===== config.mk =====
export PLATFORM = sky130hd
export DESIGN_NAME = fetch_unit
export DESIGN_NICKNAME = d
export VERILOG_FILES = /design/src/rtl/cpu_types_pkg.sv /design/src/rtl/branch_target_buffer.sv /design/src/rtl/fetch_unit.sv
export SDC_FILE = /design/constraint.sdc
export NUM_CORES = 2
export LEC_CHECK = 0
export CAP_MARGIN = 20
export CORE_UTILIZATION = 25
export DETAILED_ROUTE_END_ITERATION = 8
export PLACE_DENSITY = 0.44
export SLEW_MARGIN = 40
export SYNTH_ARGS = -nofsm -noshare
export SYNTH_HDL_FRONTEND = slang
export SYNTH_SLANG_ARGS = --single-unit

===== constraint.sdc =====
create_clock -name CLK -period 6.5 [get_ports CLK]
set_input_delay 1.3 -clock CLK [delete_from_list [all_inputs] [get_ports CLK]]
set_output_delay 1.3 -clock CLK [all_outputs]
set_load 0.05 [all_outputs]

===== src/rtl/cpu_types_pkg.sv =====
// Shared CPU types: word type, BTB entry layout and counter helpers.
// Combinational helpers only; no latency, no backpressure.
package cpu_types_pkg;

  typedef logic [31:0] word_t;

  // Sized for the smallest BTB (2 entries), so any legal depth fits.
  localparam int BTB_TAG_MAX_W = 29;
  localparam int BTB_CTR_MAX_W = 3;

  typedef struct packed {
    logic                     valid;
    logic [BTB_TAG_MAX_W-1:0] tag;
    word_t                    target;
    logic [BTB_CTR_MAX_W-1:0] counter;
  } btb_entry_t;

  function automatic logic [BTB_CTR_MAX_W-1:0] BTB_CTR_WEAK_T(input int ctr_bits);
    return BTB_CTR_MAX_W'(1 << (ctr_bits - 1));
  endfunction

  function automatic logic [BTB_CTR_MAX_W-1:0] BTB_CTR_WEAK_NT(input int ctr_bits);
    return BTB_CTR_MAX_W'((1 << (ctr_bits - 1)) - 1);
  endfunction

  function automatic logic [BTB_CTR_MAX_W-1:0] BTB_CTR_MAX(input int ctr_bits);
    return BTB_CTR_MAX_W'((1 << ctr_bits) - 1);
  endfunction

endpackage


===== src/rtl/branch_target_buffer.sv =====
// Direct-mapped BTB: combinational zero-latency lookup, one update per cycle on resolve.
// Never stalls; a same-cycle lookup of the index being updated sees the old entry.
module branch_target_buffer
  import cpu_types_pkg::*;
#(
  parameter int BTB_ENTRIES = 16,
  parameter int CTR_BITS    = 2
) (
  input  logic  CLK,
  input  logic  nRST,
  input  word_t i_lookup_pc,
  output logic  o_hit,
  output logic  o_taken,
  output word_t o_target,
  input  logic  i_upd_vld,
  input  logic  i_upd_is_branch,
  input  logic  i_upd_taken,
  input  word_t i_upd_pc,
  input  word_t i_upd_target
);

  localparam int IDX_W = $clog2(BTB_ENTRIES);
  localparam logic [BTB_CTR_MAX_W-1:0] CTR_MAX = BTB_CTR_MAX(CTR_BITS);
  localparam logic [BTB_CTR_MAX_W-1:0] CTR_WT  = BTB_CTR_WEAK_T(CTR_BITS);
  localparam logic [BTB_CTR_MAX_W-1:0] CTR_WNT = BTB_CTR_WEAK_NT(CTR_BITS);

  btb_entry_t r_btb [BTB_ENTRIES];

  logic [IDX_W-1:0]         w_lidx;
  logic [IDX_W-1:0]         w_uidx;
  logic [BTB_TAG_MAX_W-1:0] w_ltag;
  logic [BTB_TAG_MAX_W-1:0] w_utag;
  btb_entry_t               w_lent;
  btb_entry_t               w_uent;
  btb_entry_t               w_new;
  logic                     w_uhit;
  logic                     w_wr;

  assign w_lidx = i_lookup_pc[IDX_W+1:2];
  assign w_uidx = i_upd_pc[IDX_W+1:2];
  assign w_ltag = BTB_TAG_MAX_W'(i_lookup_pc >> (IDX_W + 2));
  assign w_utag = BTB_TAG_MAX_W'(i_upd_pc >> (IDX_W + 2));
  assign w_lent = r_btb[w_lidx];
  assign w_uent = r_btb[w_uidx];

  assign o_hit    = w_lent.valid && (w_lent.tag == w_ltag);
  assign o_taken  = o_hit && w_lent.counter[CTR_BITS-1];
  assign o_target = w_lent.target;

  assign w_uhit = w_uent.valid && (w_uent.tag == w_utag);

  always_comb begin
    w_new = w_uent;
    w_wr  = 1'b0;
    if (i_upd_vld) begin
      if (w_uhit) begin
        w_wr = 1'b1;
        if (i_upd_is_branch) begin
          if (i_upd_taken) begin
            w_new.target = i_upd_target;
            if (w_uent.counter != CTR_MAX) w_new.counter = w_uent.counter + 1'b1;
          end else if (w_uent.counter != '0) begin
            w_new.counter = w_uent.counter - 1'b1;
          end
        end else begin
          w_new.counter = CTR_MAX;
          w_new.target  = i_upd_target;
        end
      end else if (i_upd_taken) begin
        // Allocate (evicting any alias); not-taken misses leave the entry alone.
        w_wr          = 1'b1;
        w_new.valid   = 1'b1;
        w_new.tag     = w_utag;
        w_new.target  = i_upd_target;
        w_new.counter = i_upd_is_branch ? CTR_WT : CTR_MAX;
      end
    end
  end

  always_ff @(posedge CLK or negedge nRST) begin
    if (!nRST) begin
      for (int i = 0; i < BTB_ENTRIES; i++) begin
        r_btb[i] <= '{valid: 1'b0, tag: '0, target: '0, counter: CTR_WNT};
      end
    end else if (w_wr) begin
      r_btb[w_uidx] <= w_new;
    end
  end

endmodule


===== src/rtl/fetch_unit.sv =====
// Fetch front end: PC register, BTB next-PC prediction, mispredict redirect; zero-latency prediction.
// PC advances only on ihit && !stall && !halt; stalled redirects are held pending. Stats need BTB_STATS_EN.
module fetch_unit
  import cpu_types_pkg::*;
#(
  parameter word_t PC_INIT     = 32'h0,
  parameter int    BTB_ENTRIES = 16,
  parameter int    CTR_BITS    = 2
) (
  input  logic  CLK,
  input  logic  nRST,
  input  logic  ihit,
  input  logic  stall,
  input  logic  halt,
  output logic  imemREN,
  output word_t imemaddr,
  output word_t npc,
  output logic  pred_taken,
  output word_t pred_target,
  input  logic  resolve_valid,
  input  word_t resolve_pc,
  input  logic  resolve_is_branch,
  input  logic  resolve_taken,
  input  word_t resolve_target,
  input  logic  resolve_pred_taken,
  input  word_t resolve_pred_target,
  output logic  mispredict,
  output word_t stat_lookups,
  output word_t stat_hits,
  output word_t stat_mispredicts
);

  word_t r_pc;
  logic  r_pend_vld;
  word_t r_pend_addr;
  logic  r_halt;

  logic  w_hit;
  logic  w_btb_taken;
  word_t w_btb_target;
  logic  w_update;
  word_t w_correct_pc;
  word_t w_next_pc;

  branch_target_buffer #(
    .BTB_ENTRIES (BTB_ENTRIES),
    .CTR_BITS    (CTR_BITS)
  ) u_btb (
    .CLK             (CLK),
    .nRST            (nRST),
    .i_lookup_pc     (r_pc),
    .o_hit           (w_hit),
    .o_taken         (w_btb_taken),
    .o_target        (w_btb_target),
    .i_upd_vld       (resolve_valid),
    .i_upd_is_branch (resolve_is_branch),
    .i_upd_taken     (resolve_taken),
    .i_upd_pc        (resolve_pc),
    .i_upd_target    (resolve_target)
  );

  assign imemaddr    = r_pc;
  assign npc         = r_pc + 32'd4;
  assign imemREN     = !r_halt;
  assign pred_taken  = w_btb_taken;
  assign pred_target = w_btb_taken ? w_btb_target : npc;

  assign mispredict = resolve_valid &&
                      ((resolve_taken != resolve_pred_taken) ||
                       (resolve_taken && (resolve_target != resolve_pred_target)));
  assign w_correct_pc = resolve_taken ? resolve_target : (resolve_pc + 32'd4);
  assign w_update     = ihit && !stall && !r_halt;

  always_comb begin
    w_next_pc = pred_target;
    if (mispredict)      w_next_pc = w_correct_pc;
    else if (r_pend_vld) w_next_pc = r_pend_addr;
  end

  always_ff @(posedge CLK or negedge nRST) begin
    if (!nRST) begin
      r_pc        <= PC_INIT;
      r_pend_vld  <= 1'b0;
      r_pend_addr <= '0;
      r_halt      <= 1'b0;
    end else begin
      r_halt <= r_halt | halt;
      if (w_update) begin
        r_pc       <= w_next_pc;
        r_pend_vld <= 1'b0;
      end else if (mispredict) begin
        // Newest redirect wins; older pending address is dropped.
        r_pend_vld  <= 1'b1;
        r_pend_addr <= w_correct_pc;
      end
    end
  end

`ifdef BTB_STATS_EN
  word_t r_stat_lookups;
  word_t r_stat_hits;
  word_t r_stat_mispredicts;

  always_ff @(posedge CLK or negedge nRST) begin
    if (!nRST) begin
      r_stat_lookups     <= '0;
      r_stat_hits        <= '0;
      r_stat_mispredicts <= '0;
    end else begin
      if (w_update && (r_stat_lookups != '1))          r_stat_lookups     <= r_stat_lookups + 32'd1;
      if (w_update && w_hit && (r_stat_hits != '1))    r_stat_hits        <= r_stat_hits + 32'd1;
      if (mispredict && (r_stat_mispredicts != '1))    r_stat_mispredicts <= r_stat_mispredicts + 32'd1;
    end
  end

  assign stat_lookups     = r_stat_lookups;
  assign stat_hits        = r_stat_hits;
  assign stat_mispredicts = r_stat_mispredicts;
`else
  assign stat_lookups     = '0;
  assign stat_hits        = '0;
  assign stat_mispredicts = '0;
`endif

endmodule

* Word-level counts from Yosys, hierarchy flattened
Index checks and enable logic that the tools add are counted.
** Operators by class
- Add/sub/neg operators :: 4
- $lt $le $gt $ge :: 3
- Equality and inequality tests :: 5
- Mux-type cells :: 28
- Bitwise operators :: 4
- Reduce and logical (&&, ||, !) cells :: 14
** Operators with widths (count)
- bitwise mux 1040 bit :: 1
- binary-select mux 65 bit (select 4 bit) :: 2
- 2-to-1 mux 65 bit :: 7
- demux 65 bit (select 4 bit) :: 1
- 2-to-1 mux 32 bit :: 5
- 2-to-1 mux 35 bit :: 2
- adder 32 x 3 -> 32 bit, second input constant :: 2
- equality test 29 x 26 -> 1 bit :: 2
- != test 32 bit :: 1
- 2-to-1 mux 30 bit :: 1
- greater-or-equal comparator 5 bit, second input constant :: 2
- NOT 4 -> 5 bit :: 2
- 2-to-1 mux 3 bit :: 3
- logical AND 1 bit :: 8
- 2-to-1 mux 1 bit :: 6
- less-than comparator 5 x 1 -> 1 bit, second input constant :: 1
- adder 3 x 1 -> 3 bit, second input constant :: 1
- != test 3 x 2 -> 1 bit, second input constant :: 1
- nonzero test 3 bit :: 1
- subtractor 3 x 1 -> 3 bit, second input constant :: 1
- logical NOT 1 bit :: 2
- AND reduction 2 bit :: 1
- nonzero test 2 bit :: 1
- logical OR 1 bit :: 1
- 3 further kinds :: 3
** Word-level totals
- Flip-flop bits (word level) :: 1106
- Bits of input ports :: 105
- Output and inout bits :: 195
- Logic and storage cells :: 126

* Logic depth before layout (Yosys ltp)
- Depth after elaboration :: 11
- Mapped depth :: 21
- Depth with buffers taken out :: 10

* Cells and area by module
From an unflattened synthesis, not the netlist that was laid out.
** Second synthesis, totals
- Cell total of the unflattened synthesis :: 4337
- Area total of the unflattened synthesis :: 62331.0 um^2
** By module, submodules not included
- branch_target_buffer :: times used 1, cells an instance 3537, area an instance 55871.1 um^2, seq. area each 26045.0 um^2
- fetch_unit :: times used 1, cells an instance 800, area an instance 6459.9 um^2, seq. area each 1651.6 um^2

* Least setup slack after synthesis
No wires, ideal clock.
- Path kind :: register to output
- Start point :: register r_pc[2] (netlist: imemaddr[2])
- End point :: output port pred_target[2]
- Arrival time :: 5172 ps
- Required time :: 5200 ps
- Path slack :: 28 ps
- Cell stages (with the launch flop) :: 15
- Buffers on the path :: 7
- Cells stage by stage :: dfrtp_1 buf_4 buf_4 buf_4 buf_4 clkinv_1 a211oi_1 o311ai_0 or4_1 or4_1 clkbuf_1 or4_1 buf_2 buf_6 mux2i_1
** On the way
- Elaborated cells between the ends (all ways) :: 9
** RTL lines
- start, declared :: line fetch_unit.sv:33 : word_t r_pc;
- start signal, assigned :: line fetch_unit.sv:89 : r_pc <= w_next_pc;
- adder 32 x 3 -> 32 bit :: line fetch_unit.sv:63 : assign npc = r_pc + 32'd4;
- via npc[2] :: line fetch_unit.sv:17 : output word_t npc,
- 2-to-1 mux 32 bit :: line fetch_unit.sv:66 : assign pred_target = w_btb_taken ? w_btb_target : npc;
- end, declared :: line fetch_unit.sv:19 : output word_t pred_target,
The timed path passes the listed nets, and every way through them passes these cells. The select of a mux whose other input is x is not followed.

* Worst setup path after layout
- Start point :: register r_pc[2] (netlist: imemaddr[2])
- End point :: output port pred_target[17]
** On the way
- Longest elaborated chain between the ends :: 8
- Elaborated cells between the ends (all ways) :: 9
** Ends and longest elaborated chain
- NOT 4 -> 5 bit (not written as such) :: line branch_target_buffer.sv:43 : assign w_lent = r_btb[w_lidx];
- binary-select mux 65 bit (select 4 bit) :: line branch_target_buffer.sv:43
- 2-to-1 mux 65 bit (not written as such) (2 in series) :: line branch_target_buffer.sv:43
- equality test 29 x 26 -> 1 bit :: line branch_target_buffer.sv:46 : assign o_hit = w_lent.valid && (w_lent.tag == w_ltag);
- logical AND 1 bit :: line branch_target_buffer.sv:46
- logical AND 1 bit :: line branch_target_buffer.sv:47 : assign o_taken = o_hit && w_lent.counter[CTR_BITS-1];
- 2-to-1 mux 32 bit (*) :: line fetch_unit.sv:66
Mark *: on every way between the ends. The rest lies on a longest branch, timed or not. The select of a mux whose other input is x is not followed.

==> results.ini <==
[worst_setup_path]
reg2reg_depth=12
cpPeakStageDelay_ns=0.57
crit_path_start_kind=register
crit_family=simple AND/OR/NAND/NOR gates
r2r_end=imemaddr[3]
ff2ff_setup_slack_ns=1.49
path_depth=12
cp_max_fo=8
cp.required_ns=5.20
r2r-start=imemaddr[2]
critPathCaptureType=primary output
path_buf_inv=4
crit_chain=buf_12, mux4_2, mux4_2, xnor2_2, nand4_1, or4_1, or4_4, or4_4, buf_6, clkbuf_16, mux2_4, buf_6
slowest_stage=or4_4
cp_data_arrival_time_ns=5.29
critical_path_class=reg -> out

[global_routing]
use_met2=0.342
overflow=0
grt_pass1_vias=49288
use_met3=0.0490
antenna_found_initial=18
grt_pass1_wl_um=401000
use_met1=0.295
grt_max_degree=144
grt.total_usage=0.222
top_usage_layer=met2

[yosys]
synth_ff_type=dfrtp_1
ys_ff_latch=1106
synth_top_area_frac=0.434
synth_edf_count=0
synth_cells=5253
synth_area_leader_cell=dfrtp_1
ys_warn_count=0
syn_avg_cell_area_um2=12.0
synth.distinct_cells=75
yosysSeqAreaShare=0.441
netlist_area_um2=62900
async_flop_share=1.00
synth_area_leaders=dfrtp_1, mux4_2, a31oi_1

[placement]
dp_hpwl_um=181000
gp_congestion=0.882
portBuffers=203
dp_slack_ns=0.234
dpl.cell_count=8428
placed_area_um2=69200

[die]
die_h_um=503
ioPinCount=300
rows=183
die_x_um=503
start_util=0.252
coreArea_um2=249000
dieArea_um2=253000

[clocking]
clk_latency_ns=0.80
cts-htree-levels=4
cts_tree=built
clock_sinks=1106
clockBufferDepth=3
cts-root-buf=clkbuf_16
clkTransAtPathRegs_ns=0.06
cts_buffers=130

[sta]
setup_viol=27
skew_ns=0.0471
drv_slew=0
rsz0062_at_grt=yes
min_period_over_period=1.01
fmax_mhz=152
timing.setup.tns_ns=-1.54
worst_pin_slew_ns=0.911
slew_headroom=0.393
min_period_ns=6.59
setup_slack_ns=-0.0942
worst_hold_slack_ns=0.427
final_hold_viol_count=0

[route]
routed_wl_um=286000
drc=0
wire_per_inst_um=33.0
first_pass_iters=6
vias_per_cell=5.79
drtIter0Drc=5962
via_count=50257
ant_nets=0

[run]
cap_violations=0

[final_layout]
fin_util=0.297
fin_cells=8681
drive_gt1_frac=0.284
layout.nets=5355
area_growth_pct=17.8
stdcell_area_um2=74000

[pwr]
peakVddDrop_mv=0.302
p_per_area_nw_per_um2=333
finalPower_mw=24.7
p_leak_nw=29.3

[min_path]
hold_class=in -> async

[run_status]
status=complete, but fails checks
violations=negative setup slack

layout make-up:
class / instances / area, um^2
fillers: 25373 / 175000
multi-input cells: 3459 / 32100
flip-flops and latches: 1106 / 27700
repair buffers: 490 / 5480
well taps: 3330 / 4170
clock buffers: 186 / 3850
clock inverters: 45 / 467
inverters: 55 / 206
diodes: 10 / 25.0
cell families (layout without fill, tap and decap cells):
| logic type | count (synthesis) | in the layout | share of synthesized area |
|---|---|---|---|
| AO/OA/AOI/OAI | 1685 | 1685 | 0.169 |
| flip-flops | 1106 | 1106 | 0.441 |
| multiplexers | 999 | 999 | 0.263 |
| buffers and inverters | 783 | 776 | 0.0594 |
| AND/OR/NAND/NOR | 524 | 524 | 0.0456 |
| XOR/XNOR | 147 | 147 | 0.0205 |
| adder cells (fa/ha/maj) | 8 | 8 | 0.00159 |
| other | 1 | 106 | 0.0000597 |
cells in the mapped netlist (all sizes together) (16+ instances only):
| master | n |
|---|---|
| mux2i | 188 |
| mux2 | 328 |
| a22oi | 33 |
| o22a | 65 |
| xor2 | 66 |
| nand3 | 30 |
| a31oi | 570 |
| nand4 | 24 |
| mux4 | 483 |
| nand2b | 29 |
| and2 | 86 |
| o221a | 27 |
| xnor2 | 81 |
| a21oi | 610 |
| dfstp | 16 |
| nor3 | 24 |
| a211o | 25 |
| a221oi | 58 |
| inv | 53 |
| nor2 | 59 |
| or3b | 32 |
| nand2 | 137 |
| dfrtp | 1090 |
| and3 | 25 |
| nor4 | 23 |
| a2bb2oi | 98 |
| clkbuf | 310 |
| o21ai | 111 |
| buf | 418 |
per-layer routing:
metal  vias up  wire length, um  share of wire
met5         -               39        0.00014
met4         6            14500          0.051
met3       525            24300          0.085
met2      2727           130000           0.46
met1     26794           117000           0.41
li1      20205                -              -
state kept, by name, summed over array words and instances (netlist names):
signal and cells:
u_btb.r_btb 1040, r_pend_addr 32, r_pend_vld 1, r_halt 1, imemaddr 32
how the worst max path moves through the flow:
| stage | startpoint | to | slack [ns] |
|---|---|---|---|
| after floorplan | imemaddr[2] | pred_target[2] | 0.03 |
| after global placement | imemaddr[2] | pred_target[15] | 0.22 |
| after detailed placement | imemaddr[2] | pred_target[15] | 0.23 |
| after CTS | imemaddr[2] | pred_target[12] | -0.17 |
| after global routing | imemaddr[2] | pred_target[18] | -0.18 |
| final | imemaddr[2] | pred_target[17] | -0.09 |
power by group:
part | internal, mW | switching (mW) | total, mW | leakage (nW)
Combinational | 3.39 | 3.86 | 7.25 | 13.5
Clock | 4.44 | 3.20 | 7.63 | 2.13
Sequential | 8.45 | 1.32 | 9.78 | 13.6
Total | 16.3 | 8.38 | 24.7 | 29.3
cell usage in the layout, fill, tap and decap left out, drive strengths merged, types with 27 or more instances in the layout:
| cell type | netlist | layout |
|---|---|---|
| dfrtp | 1090 | 1090 |
| a21oi | 610 | 610 |
| a31oi | 570 | 570 |
| mux4 | 483 | 483 |
| buf | 418 | 339 |
| mux2 | 328 | 328 |
| mux2i | 188 | 188 |
| clkbuf | 310 | 188 |
| clkdlybuf4s50 | 0 | 146 |
| nand2 | 137 | 137 |
| o21ai | 111 | 111 |
| a2bb2oi | 98 | 98 |
| conb | 1 | 96 |
| and2 | 86 | 86 |
| xnor2 | 81 | 81 |
| xor2 | 66 | 66 |
| o22a | 65 | 65 |
| nor2 | 59 | 59 |
| a221oi | 58 | 58 |
| inv | 53 | 56 |
| a22oi | 33 | 33 |
| or3b | 32 | 32 |
| nand3 | 30 | 30 |
| clkinv | 2 | 30 |
| nand2b | 29 | 29 |
| o221a | 27 | 27 |
repair_timing:
action,in CTS,in global routing
buffers inserted,4,2
pin swaps,2,4
gates cloned,4,1
resized for setup,36,9
setup endpoints to repair,32,31
hold buffers,0,0
hold endpoints to repair,0,0
No activity file was read; power rests on OpenSTA's default activity.
